## config.mk

```make
export PLATFORM = sky130hd
export DESIGN_NAME = score_keeper_flat
export DESIGN_NICKNAME = d
export VERILOG_FILES = /design/src/rtl/score_keeper_if.sv /design/src/rtl/score_keeper.sv /design/src/flat_wrapper.sv
export SDC_FILE = /design/constraint.sdc
export NUM_CORES = 1
export LEC_CHECK = 0
export BUFFER_PORTS_ARGS = -buffer_cell sky130_fd_sc_hd__buf_2
export CAP_MARGIN = 20
export CORE_MARGIN = 2
export CORE_UTILIZATION = 30
export DETAILED_ROUTE_END_ITERATION = 10
export MAX_ROUTING_LAYER = met4
export PLACE_DENSITY = 0.65
export SYNTH_ARGS = -nofsm -noshare
export SYNTH_HDL_FRONTEND = slang
export SYNTH_MEMORY_MAX_BITS = 65536
export SYNTH_SLANG_ARGS = --single-unit
```

## constraint.sdc

```tcl
create_clock -name clk_i -period 2.69 [get_ports clk_i]
set_clock_uncertainty 0.2 [all_clocks]
set_input_delay 0.538 -clock clk_i [delete_from_list [all_inputs] [get_ports clk_i]]
set_output_delay 0.538 -clock clk_i [all_outputs]
set_load 0.05 [all_outputs]
```

## src/rtl/score_keeper_if.sv

```systemverilog
// Score interface between score_keeper and the score renderer: glyph position
// plus a scaled digit bitmap for each side.
package score_pkg;
  localparam int X_POS_W = 10;
  localparam int Y_POS_W = 10;
  localparam int SCORE_W = 6;
  localparam int SCORE_H = 10;

  typedef struct packed {
    logic [X_POS_W-1:0]                x_pos;
    logic [Y_POS_W-1:0]                y_pos;
    logic [SCORE_H-1:0][SCORE_W-1:0]   score_val;
  } score_t;
endpackage

interface score_if;
  import score_pkg::*;
  score_t player;
  score_t enemy;
  modport score_mp  (output player, output enemy);
  modport render_mp (input player, input enemy);
endinterface

```

## src/rtl/score_keeper.sv

```systemverilog
// Match score keeper: goal counters, serve-hold / game-over FSM and
// frame-synchronous glyph publishing for the score renderer.
//
// state | meaning
// PLAY  | ball in play, goals counted
// HOLD  | ball frozen for HOLD_FRAMES frames after a goal or new game
// OVER  | a side reached WIN_SCORE, winner latched
module score_keeper
  import score_pkg::*;
#(
  parameter int                 WIN_SCORE   = 9,
  parameter int                 HOLD_FRAMES = 60,
  parameter logic [X_POS_W-1:0] PLAYER_X    = 200,
  parameter logic [X_POS_W-1:0] ENEMY_X     = 424,
  parameter logic [Y_POS_W-1:0] SCORE_Y     = 32
) (
  input  logic       clk_i,
  input  logic       rst_i,
  input  logic       frame_end_i,
  input  logic       player_goal_i,
  input  logic       enemy_goal_i,
  input  logic       new_game_i,
  output logic       serve_en_o,
  output logic       game_over_o,
  output logic       winner_o,
  output logic [3:0] player_cnt_o,
  output logic [3:0] enemy_cnt_o,
  score_if.score_mp  score_o
);

  localparam int SX = SCORE_W / 3;
  localparam int SY = SCORE_H / 5;

  if ((SCORE_W % 3) != 0 || (SCORE_H % 5) != 0) begin : g_bad_scale
    $error("score_keeper: glyph size must be an integer multiple of the 3x5 font");
  end

  typedef enum logic [1:0] {ST_PLAY, ST_HOLD, ST_OVER} state_t;
  typedef logic [SCORE_H-1:0][SCORE_W-1:0] glyph_t;

  // Row encoding {left, middle, right}; rows packed top-first.
  function automatic logic [2:0] font_row(input logic [3:0] digit, input int row);
    logic [14:0] g;
    case (digit)
      4'd0:    g = 15'b111_101_101_101_111;
      4'd1:    g = 15'b010_110_010_010_111;
      4'd2:    g = 15'b111_001_111_100_111;
      4'd3:    g = 15'b111_001_111_001_111;
      4'd4:    g = 15'b101_101_111_001_001;
      4'd5:    g = 15'b111_100_111_001_111;
      4'd6:    g = 15'b111_100_111_101_111;
      4'd7:    g = 15'b111_001_001_001_001;
      4'd8:    g = 15'b111_101_111_101_111;
      4'd9:    g = 15'b111_101_111_001_111;
      default: g = '0;
    endcase
    return g[14 - 3*row -: 3];
  endfunction

  // Column bit 0 of score_val is the leftmost pixel, hence the 2 - col flip.
  function automatic glyph_t make_glyph(input logic [3:0] digit);
    glyph_t     g;
    logic [2:0] row_bits;
    g = '0;
    for (int r = 0; r < SCORE_H; r++) begin
      row_bits = font_row(digit, r / SY);
      for (int c = 0; c < SCORE_W; c++) begin
        g[r][c] = row_bits[2 - c / SX];
      end
    end
    return g;
  endfunction

  state_t     state_q, state_d;
  logic [7:0] hold_q, hold_d;
  logic [3:0] pcnt_q, pcnt_d, ecnt_q, ecnt_d;
  logic [3:0] p_next, e_next;
  logic       winner_q, winner_d;
  glyph_t     pglyph_q, eglyph_q;

  always_ff @(posedge clk_i or posedge rst_i) begin
    if (rst_i) begin
      state_q  <= ST_PLAY;
      hold_q   <= '0;
      pcnt_q   <= '0;
      ecnt_q   <= '0;
      winner_q <= 1'b0;
    end else begin
      state_q  <= state_d;
      hold_q   <= hold_d;
      pcnt_q   <= pcnt_d;
      ecnt_q   <= ecnt_d;
      winner_q <= winner_d;
    end
  end

  always_comb begin
    state_d  = state_q;
    hold_d   = hold_q;
    pcnt_d   = pcnt_q;
    ecnt_d   = ecnt_q;
    winner_d = winner_q;
    p_next   = (pcnt_q == 4'd9) ? pcnt_q : pcnt_q + 4'd1;
    e_next   = (ecnt_q == 4'd9) ? ecnt_q : ecnt_q + 4'd1;

    if (new_game_i) begin
      state_d  = ST_HOLD;
      hold_d   = '0;
      pcnt_d   = '0;
      ecnt_d   = '0;
      winner_d = 1'b0;
    end else begin
      case (state_q)
        ST_PLAY: begin
          if (player_goal_i || enemy_goal_i) begin
            if (player_goal_i) pcnt_d = p_next;
            if (enemy_goal_i)  ecnt_d = e_next;
            // Simultaneous winning goals resolve in the player's favour.
            if (player_goal_i && p_next == 4'(WIN_SCORE)) begin
              state_d  = ST_OVER;
              winner_d = 1'b1;
            end else if (enemy_goal_i && e_next == 4'(WIN_SCORE)) begin
              state_d  = ST_OVER;
              winner_d = 1'b0;
            end else begin
              state_d = ST_HOLD;
              hold_d  = '0;
            end
          end
        end
        ST_HOLD: begin
          if (frame_end_i) begin
            hold_d = hold_q + 8'd1;
            if (hold_d == 8'(HOLD_FRAMES)) state_d = ST_PLAY;
          end
        end
        ST_OVER: ;
        default: state_d = ST_PLAY;
      endcase
    end
  end

  // Sampling on the frame_end edge itself means a coincident goal is not yet visible.
  always_ff @(posedge clk_i or posedge rst_i) begin
    if (rst_i) begin
      pglyph_q <= make_glyph(4'd0);
      eglyph_q <= make_glyph(4'd0);
    end else if (frame_end_i) begin
      pglyph_q <= make_glyph(pcnt_q);
      eglyph_q <= make_glyph(ecnt_q);
    end
  end

  assign serve_en_o   = (state_q == ST_PLAY);
  assign game_over_o  = (state_q == ST_OVER);
  assign winner_o     = winner_q;
  assign player_cnt_o = pcnt_q;
  assign enemy_cnt_o  = ecnt_q;

  assign score_o.player = {PLAYER_X, SCORE_Y, pglyph_q};
  assign score_o.enemy  = {ENEMY_X, SCORE_Y, eglyph_q};

endmodule

```

## src/flat_wrapper.sv

```systemverilog
// flat-port wrapper written by rule: the top's interface ports become plain ports
module score_keeper_flat import score_pkg::*;
#(
  parameter int                 WIN_SCORE   = 9,
  parameter int                 HOLD_FRAMES = 60,
  parameter logic [X_POS_W-1:0] PLAYER_X    = 200,
  parameter logic [X_POS_W-1:0] ENEMY_X     = 424,
  parameter logic [Y_POS_W-1:0] SCORE_Y     = 32
)
  (clk_i, rst_i, frame_end_i, player_goal_i, enemy_goal_i, new_game_i, serve_en_o, game_over_o, winner_o, player_cnt_o, enemy_cnt_o, score_o_player, score_o_enemy);
  score_if score_o_i ();
  input  logic clk_i;
  input  logic rst_i;
  input  logic frame_end_i;
  input  logic player_goal_i;
  input  logic enemy_goal_i;
  input  logic new_game_i;
  output logic serve_en_o;
  output logic game_over_o;
  output logic winner_o;
  output logic [3:0] player_cnt_o;
  output logic [3:0] enemy_cnt_o;
  output wire logic [$bits(score_o_i.player)-1:0] score_o_player;
  output wire logic [$bits(score_o_i.enemy)-1:0] score_o_enemy;
  assign score_o_player = score_o_i.player;
  assign score_o_enemy = score_o_i.enemy;
  score_keeper #(.WIN_SCORE(WIN_SCORE), .HOLD_FRAMES(HOLD_FRAMES), .PLAYER_X(PLAYER_X), .ENEMY_X(ENEMY_X), .SCORE_Y(SCORE_Y)) u_core (.clk_i(clk_i), .rst_i(rst_i), .frame_end_i(frame_end_i), .player_goal_i(player_goal_i), .enemy_goal_i(enemy_goal_i), .new_game_i(new_game_i), .serve_en_o(serve_en_o), .game_over_o(game_over_o), .winner_o(winner_o), .player_cnt_o(player_cnt_o), .enemy_cnt_o(enemy_cnt_o), .score_o(score_o_i));
endmodule
```

---- Word-level counts from Yosys, hierarchy flattened ----
Memory sizes are Yosys's and may differ from the RTL's.
Index checks and enable logic that the tools add are counted.
word-level totals
  flip-flop bits (word level) ............. 119
  ROM bits ................................ 4,800
  output and inout bits ................... 171
  memories ................................ 20
cells by class
  add/subtract/negate cells ............... 3
  equality and inequality tests ........... 13
  muxes and demuxes ....................... 28
  reduce and logical (&&, ||, !) cells .... 15
memory list
  name             depth  width  rd ports  clocked after memory_dff  write ports  RTL line            source
  (no name shown)  16     15     1         0                         0            score_keeper.sv:44  case (digit)
  (no name shown)  16     15     1         0                         0            score_keeper.sv:44
  (no name shown)  16     15     1         0                         0            score_keeper.sv:44
  (no name shown)  16     15     1         0                         0            score_keeper.sv:44
  (no name shown)  16     15     1         0                         0            score_keeper.sv:44
  (no name shown)  16     15     1         0                         0            score_keeper.sv:44
  +14 memories     -      -      -         -                         -            -
operator list
  kind                                                   number
  two-way mux 4 bit                                      10
  two-way mux 8 bit                                      5
  equality test 4 bit, second input constant             4
  one-hot mux 8 bit (2 select lines)                     1
  two-way mux 2 bit                                      6
  inequality test 3 bit, second input constant           3
  AND reduction 3 bit                                    3
  adder 4 x 1 -> 4 bit, second input constant            2
  adder 8 x 1 -> 8 bit, second input constant            1
  equality test 8 x 6 -> 1 bit, second input constant    1
  nonzero test 2 bit                                     4
  inequality test 3 x 2 -> 1 bit, second input constant  2
  one-hot mux 2 bit (3 select lines)                     1
  nonzero test 3 bit                                     2
  two-way mux 1 bit                                      5
  AND reduction 5 bit                                    1
  AND reduction 4 bit                                    1
  equality test 2 x 1 -> 1 bit, second input constant    1
  equality test 2 bit, second input constant             1
  logical AND 1 bit                                      2
  logical NOT 2 bit                                      1
  inequality test 2 bit, second input constant           1
  logical OR 1 bit                                       1

---- Longest topological paths before layout ----
  depth in word-level cells ............... 9
  depth in mapped cells ................... 7
  gate-level depth less buffers ........... 7

---- Worst setup path before layout ----
Ideal clock, no wire load.
  path type ............................... register -> register
  from .................................... register u_core.ecnt_q[0] (netlist: u_core.enemy_cnt_o[0])
  to ...................................... register u_core.hold_q[7]
  arrival ................................. 2.400 ns
  data required time ...................... 2.408 ns
  path slack .............................. 0.008 ns
  cell stages (with the launch flop) ...... 8
  clock period less this slack ............ 2.682 ns
  cell sequence ........................... dfrtp_1 -> inv_1 -> ha_1 -> nor4_1 -> a31oi_1 -> a2111oi_4 -> nor2_2 -> a31oi_1
between the ends
  word-level cells in the longest chain between the ends .. 6
  elaborated cells on any way between the ends .. 7
  those cells by class .................... 1 x add/sub; 3 x eq/ne; 1 x mux; 2 x reduce/logical
RTL lines
  element                                                      RTL line             source
  start, declared                                              score_keeper.sv:76   logic [3:0] pcnt_q, pcnt_d, ecnt_q, ecnt_d;
  start signal, assigned                                       score_keeper.sv:92   ecnt_q <= ecnt_d;
  adder 4 x 1 -> 4 bit or equality test 4 bit (tied branches)  score_keeper.sv:104  e_next = (ecnt_q == 4'd9) ? ecnt_q : ecnt_q + 4'd1;
  two-way mux 4 bit *                                          score_keeper.sv:104
  equality test 4 bit *                                        score_keeper.sv:122  end else if (enemy_goal_i && e_next == 4'(WIN_SCORE)) begin
  logical AND 1 bit *                                          score_keeper.sv:122
  inequality test 3 bit (no line) *                            -
  AND reduction 5 bit (no line) *                              -
  end signal, assigned                                         score_keeper.sv:90   hold_q <= hold_d;
  end, declared                                                score_keeper.sv:75   logic [7:0] hold_q, hold_d;
Mark *: on every way between the ends. The rest lies on a longest branch, timed or not.
A chain may end at the register's enable or synchronous reset.

---- Worst setup path in the final report ----
  from .................................... register u_core.pcnt_q[1] (netlist: u_core.player_cnt_o[1])
  to ...................................... register u_core.hold_q[6]
between the ends
  word-level cells in the longest chain between the ends .. 6
  elaborated cells on any way between the ends .. 7
  those cells by class .................... 1 x add/sub; 3 x eq/ne; 1 x mux; 2 x reduce/logical
RTL lines
  element                                                      RTL line             source
  start, declared                                              score_keeper.sv:76
  start signal, assigned                                       score_keeper.sv:91   pcnt_q <= pcnt_d;
  adder 4 x 1 -> 4 bit or equality test 4 bit (tied branches)  score_keeper.sv:103  p_next = (pcnt_q == 4'd9) ? pcnt_q : pcnt_q + 4'd1;
  two-way mux 4 bit *                                          score_keeper.sv:103
  equality test 4 bit *                                        score_keeper.sv:119  if (player_goal_i && p_next == 4'(WIN_SCORE)) begin
  logical AND 1 bit *                                          score_keeper.sv:119
  inequality test 3 bit (no line) *                            -
  AND reduction 5 bit (no line) *                              -
Marks and branches as above.

==> impl_results.md <==
* Hpwl dp at 5040 um
* Unrepaired setup endpoints after global routing: no
* Synth Instances at 379
* # hold bufs at CTS at 0
* Multiplexer area fraction after synthesis at under 10%
* Power per Cell Area at approximately 440 nW/um^2
* Drt total wl at approximately 6600 um
* Number of setup violations in the final report at 0
* Critical R2R Capture: u_core.hold_q[6]
* Routability Congestion at about 0.85
* Cell with the most instances after synthesis: buf_4
* Final Slew Violations at 0
* Worst Reg-to-Reg Cells at 7
* Fin worst setup slack at approximately 0.31 ns
* CP Launch Type: flip-flop
* All-Layer GR Usage at a little over a tenth
* Max Clk Rate at between 400 and 500 MHz
* Synth area leaders: buf_4, dfrtp_1, dfstp_2
* Worst-path clk slew at about 0.08 ns
* Share of layout cells above drive strength 1 at about 44%
* Resized cells post-CTS at 0
* Slew headroom at a little under three fifths
* Wire length per cell at 11.9 um
* Seq/Total Area, Yosys at a little under a third
* # H-tree levels at 2
* Total gr overflow at 0
* Cts bufs inserted at 5
* Commonest cells post-synth: buf_4, nor2_1, dfrtp_1
* Largest net degree at the start of global routing at 37
* Seq cells post-synth at roughly 40
* Critical Path RT at between 2 and 3 ns
* Hold Path Class: primary input to asynchronous set/reset pin
* Delay of the slowest critical-path stage at about 0.50 ns
* Area of the core at 10900 sq um
* Yosys warns at 0
* Area fraction of the dominant cell type after synthesis at between 30% and 40%
* Routed vias/inst at 4.31
* Top FF cell, synth: dfrtp_1
* DIE WIDTH at roughly 110 um
* Std cell rows at 38
* Post-synthesis simple-gate area fraction at between 10% and 20%
* Critical path's slowest cell: dfrtp_1
* Clk Latency, worst-skew pair at roughly 0.3 ns
* P&R area growth vs syn at 2.28%
* Post-synth ARST share at 100%
* TritonCTS clock tree: done
* First-pass GRT wire length at roughly 9800 um
* Max FO, Critical Path at 10
* R2R Setup Slk at about 0.31 ns
* Iteration-0 DRC Markers at between 150 and 200
* Nets at 438
* Max-cap viol count at 0
* Post-synthesis compound-gate area fraction at 13.1%
* Top-Level Pins at about 180
* Post-synth EDFFs at 0
* DRC Markers at 0
* Worst EP arrival at approximately 2.4 ns
* RR Startpoint: u_core.player_cnt_o[1]
* Vias in the first global route at 1930
* Avg Cell Area, Syn at 8.84 sq um
* Die area at roughly 12000 sq um
* Initial Utilization at a little under a third
* Total Power at about 1.5 mW
* Initial antenna violation count at 1
* Pre-CTS setup slack at approximately 0.34 ns
* Routed vias at ~2400
* Post-CTS Setup Bufs at 0
* Combinational family with the most area after synthesis: buffers and inverters
* Yosys cell types at 48
* Min Tclk post-route at between 2 and 2.5 ns
* Clk root buf: clkbuf_8
* Area leader, netlist: buf_4
* Max VDD drop at ~0.17 mV
* Die Y at around 110 um
* Setup TNS at 0 ns
* Critical Path, Cell by Cell: inv_1 -> ha_1 -> nor3_1 -> a211oi_1 -> o32ai_2 -> nor2_2 -> a31oi_1
* Setup Crit Path Kind: flip-flop to flip-flop
* Slew @ Worst Pin at around 0.66 ns
* Period utilization at 88.3%
* Mapped Area at approximately 3400 sq um
* Post-Synth XOR/XNOR Area at 1.05%
* Post-synthesis adder-cell area fraction at 5.60%
* Antenna Nets Post-Route at 0
* Final hold violations at 0
* Clock sink count at 41
* TritonRoute pass-1 iters at 4
* Element type at the critical path end: flip-flop
* Leakage at about 1.6 nW
* Port Buffers at ~140
* Outcome: finished, final reports clean
* Deepest clock path buffer count at 2
## per-stage QoR
stage / hold WS, ns / cell area, sq um / utilization [%] / cells
finish: 0.119 / 3430 / 31.5 / 559
global route: 0.171 / 3430 / 31.5 / 559
CTS: 0.154 / 3430 / 31.5 / 558
detailed placement: 0.280 / 3320 / 30.5 / 550
global placement: 0.273 / 3320 / 30.5 / 550
floorplan: 0.252 / 3490 / - / 417
## power breakdown
group	internal (mW)	switching, mW	leakage (nW)	total, mW
Clock	0.232	0.222	0.0542	0.454
Combinational	0.0592	0.310	1.03	0.369
Sequential	0.648	0.0394	0.501	0.688
Total	0.939	0.571	1.59	1.51
## flip-flops by register name, indices dropped and copies added (netlist names)
signal                 count
u_core.score_o.player     11
u_core.hold_q              8
u_core.enemy_cnt_o         4
u_core.player_cnt_o        4
u_core.state_q             2
u_core.winner_o            1
u_core.score_o.enemy      11
## area by class of cell
type	instances	area, sq um
Antenna cell	1	2.50
Clock inverter	1	5.00
Tap cell	140	175
Clock buffer	7	96.3
Multi-Input combinational cell	218	1330
Timing Repair Buffer	141	731
Sequential cell	41	1050
Inverter	10	37.5
Fill cell	1125	7460
## how the worst max path moves through the flow
stage | start | slack (ns) | end | cells after the start
2_1_floorplan | u_core.enemy_cnt_o[0] | 0.008 | u_core.hold_q[7] | 7
4_1_cts | u_core.enemy_cnt_o[0] | 0.34 | u_core.hold_q[6] | 7
3_3_place_gp | u_core.enemy_cnt_o[0] | 0.48 | u_core.hold_q[4] | 7
6_report | u_core.player_cnt_o[1] | 0.31 | u_core.hold_q[6] | 7
3_5_place_dp | u_core.enemy_cnt_o[0] | 0.34 | u_core.hold_q[6] | 7
5_1_grt | u_core.enemy_cnt_o[0] | 0.13 | u_core.hold_q[3] | 7
## routing by layer
layer	GRT usage [%]	up-vias	wire, um
met1	13.2	1106	2870
met3	2.90	9	550
met2	17.0	135	3100
met5	-	-	0
li1	-	1162	-
met4	4.88	0	102
## cells by family after synthesis
| kind of cell | Yosys count |
|---|---|
| simple gates | 84 |
| flops | 41 |
| mux | 10 |
| other cells | 2 |
| compound gates | 65 |
| fa+ha+maj | 15 |
| buf+inv | 158 |
| xor+xnor | 4 |
## placed cells by master, fill, tap and decap left out, drive strengths merged, types with 2 or more instances in the layout
master / netlist / final
a211oi: 4 / 4
a21boi: 3 / 3
a21oi: 13 / 13
a31oi: 10 / 10
and2: 4 / 4
buf: 141 / 141
clkbuf: 7 / 7
conb: 2 / 40
dfrtp: 23 / 23
dfstp: 18 / 18
ha: 15 / 15
inv: 10 / 10
mux2: 6 / 6
mux2i: 4 / 4
nand2: 16 / 16
nand2b: 7 / 7
nand3: 6 / 6
nand3b: 3 / 3
nand4: 3 / 3
nor2: 31 / 31
nor2b: 4 / 4
nor3: 4 / 4
nor3b: 2 / 2
o21ai: 18 / 18
o31ai: 5 / 5
or2: 2 / 2
xnor2: 2 / 2
xor2: 2 / 2
## critical path, delay by kind of cell, from the launching register on
| kind | cells | cell delay [ns] |
|---|---|---|
| AOI/OAI and AO/OA | 3 | 0.77 |
| DFF | 1 | 0.50 |
| and+or+nand+nor | 2 | 0.36 |
| adders and majority gates | 1 | 0.24 |
| buffers and inverters | 1 | 0.18 |
Power figures use the tool's default switching activity.
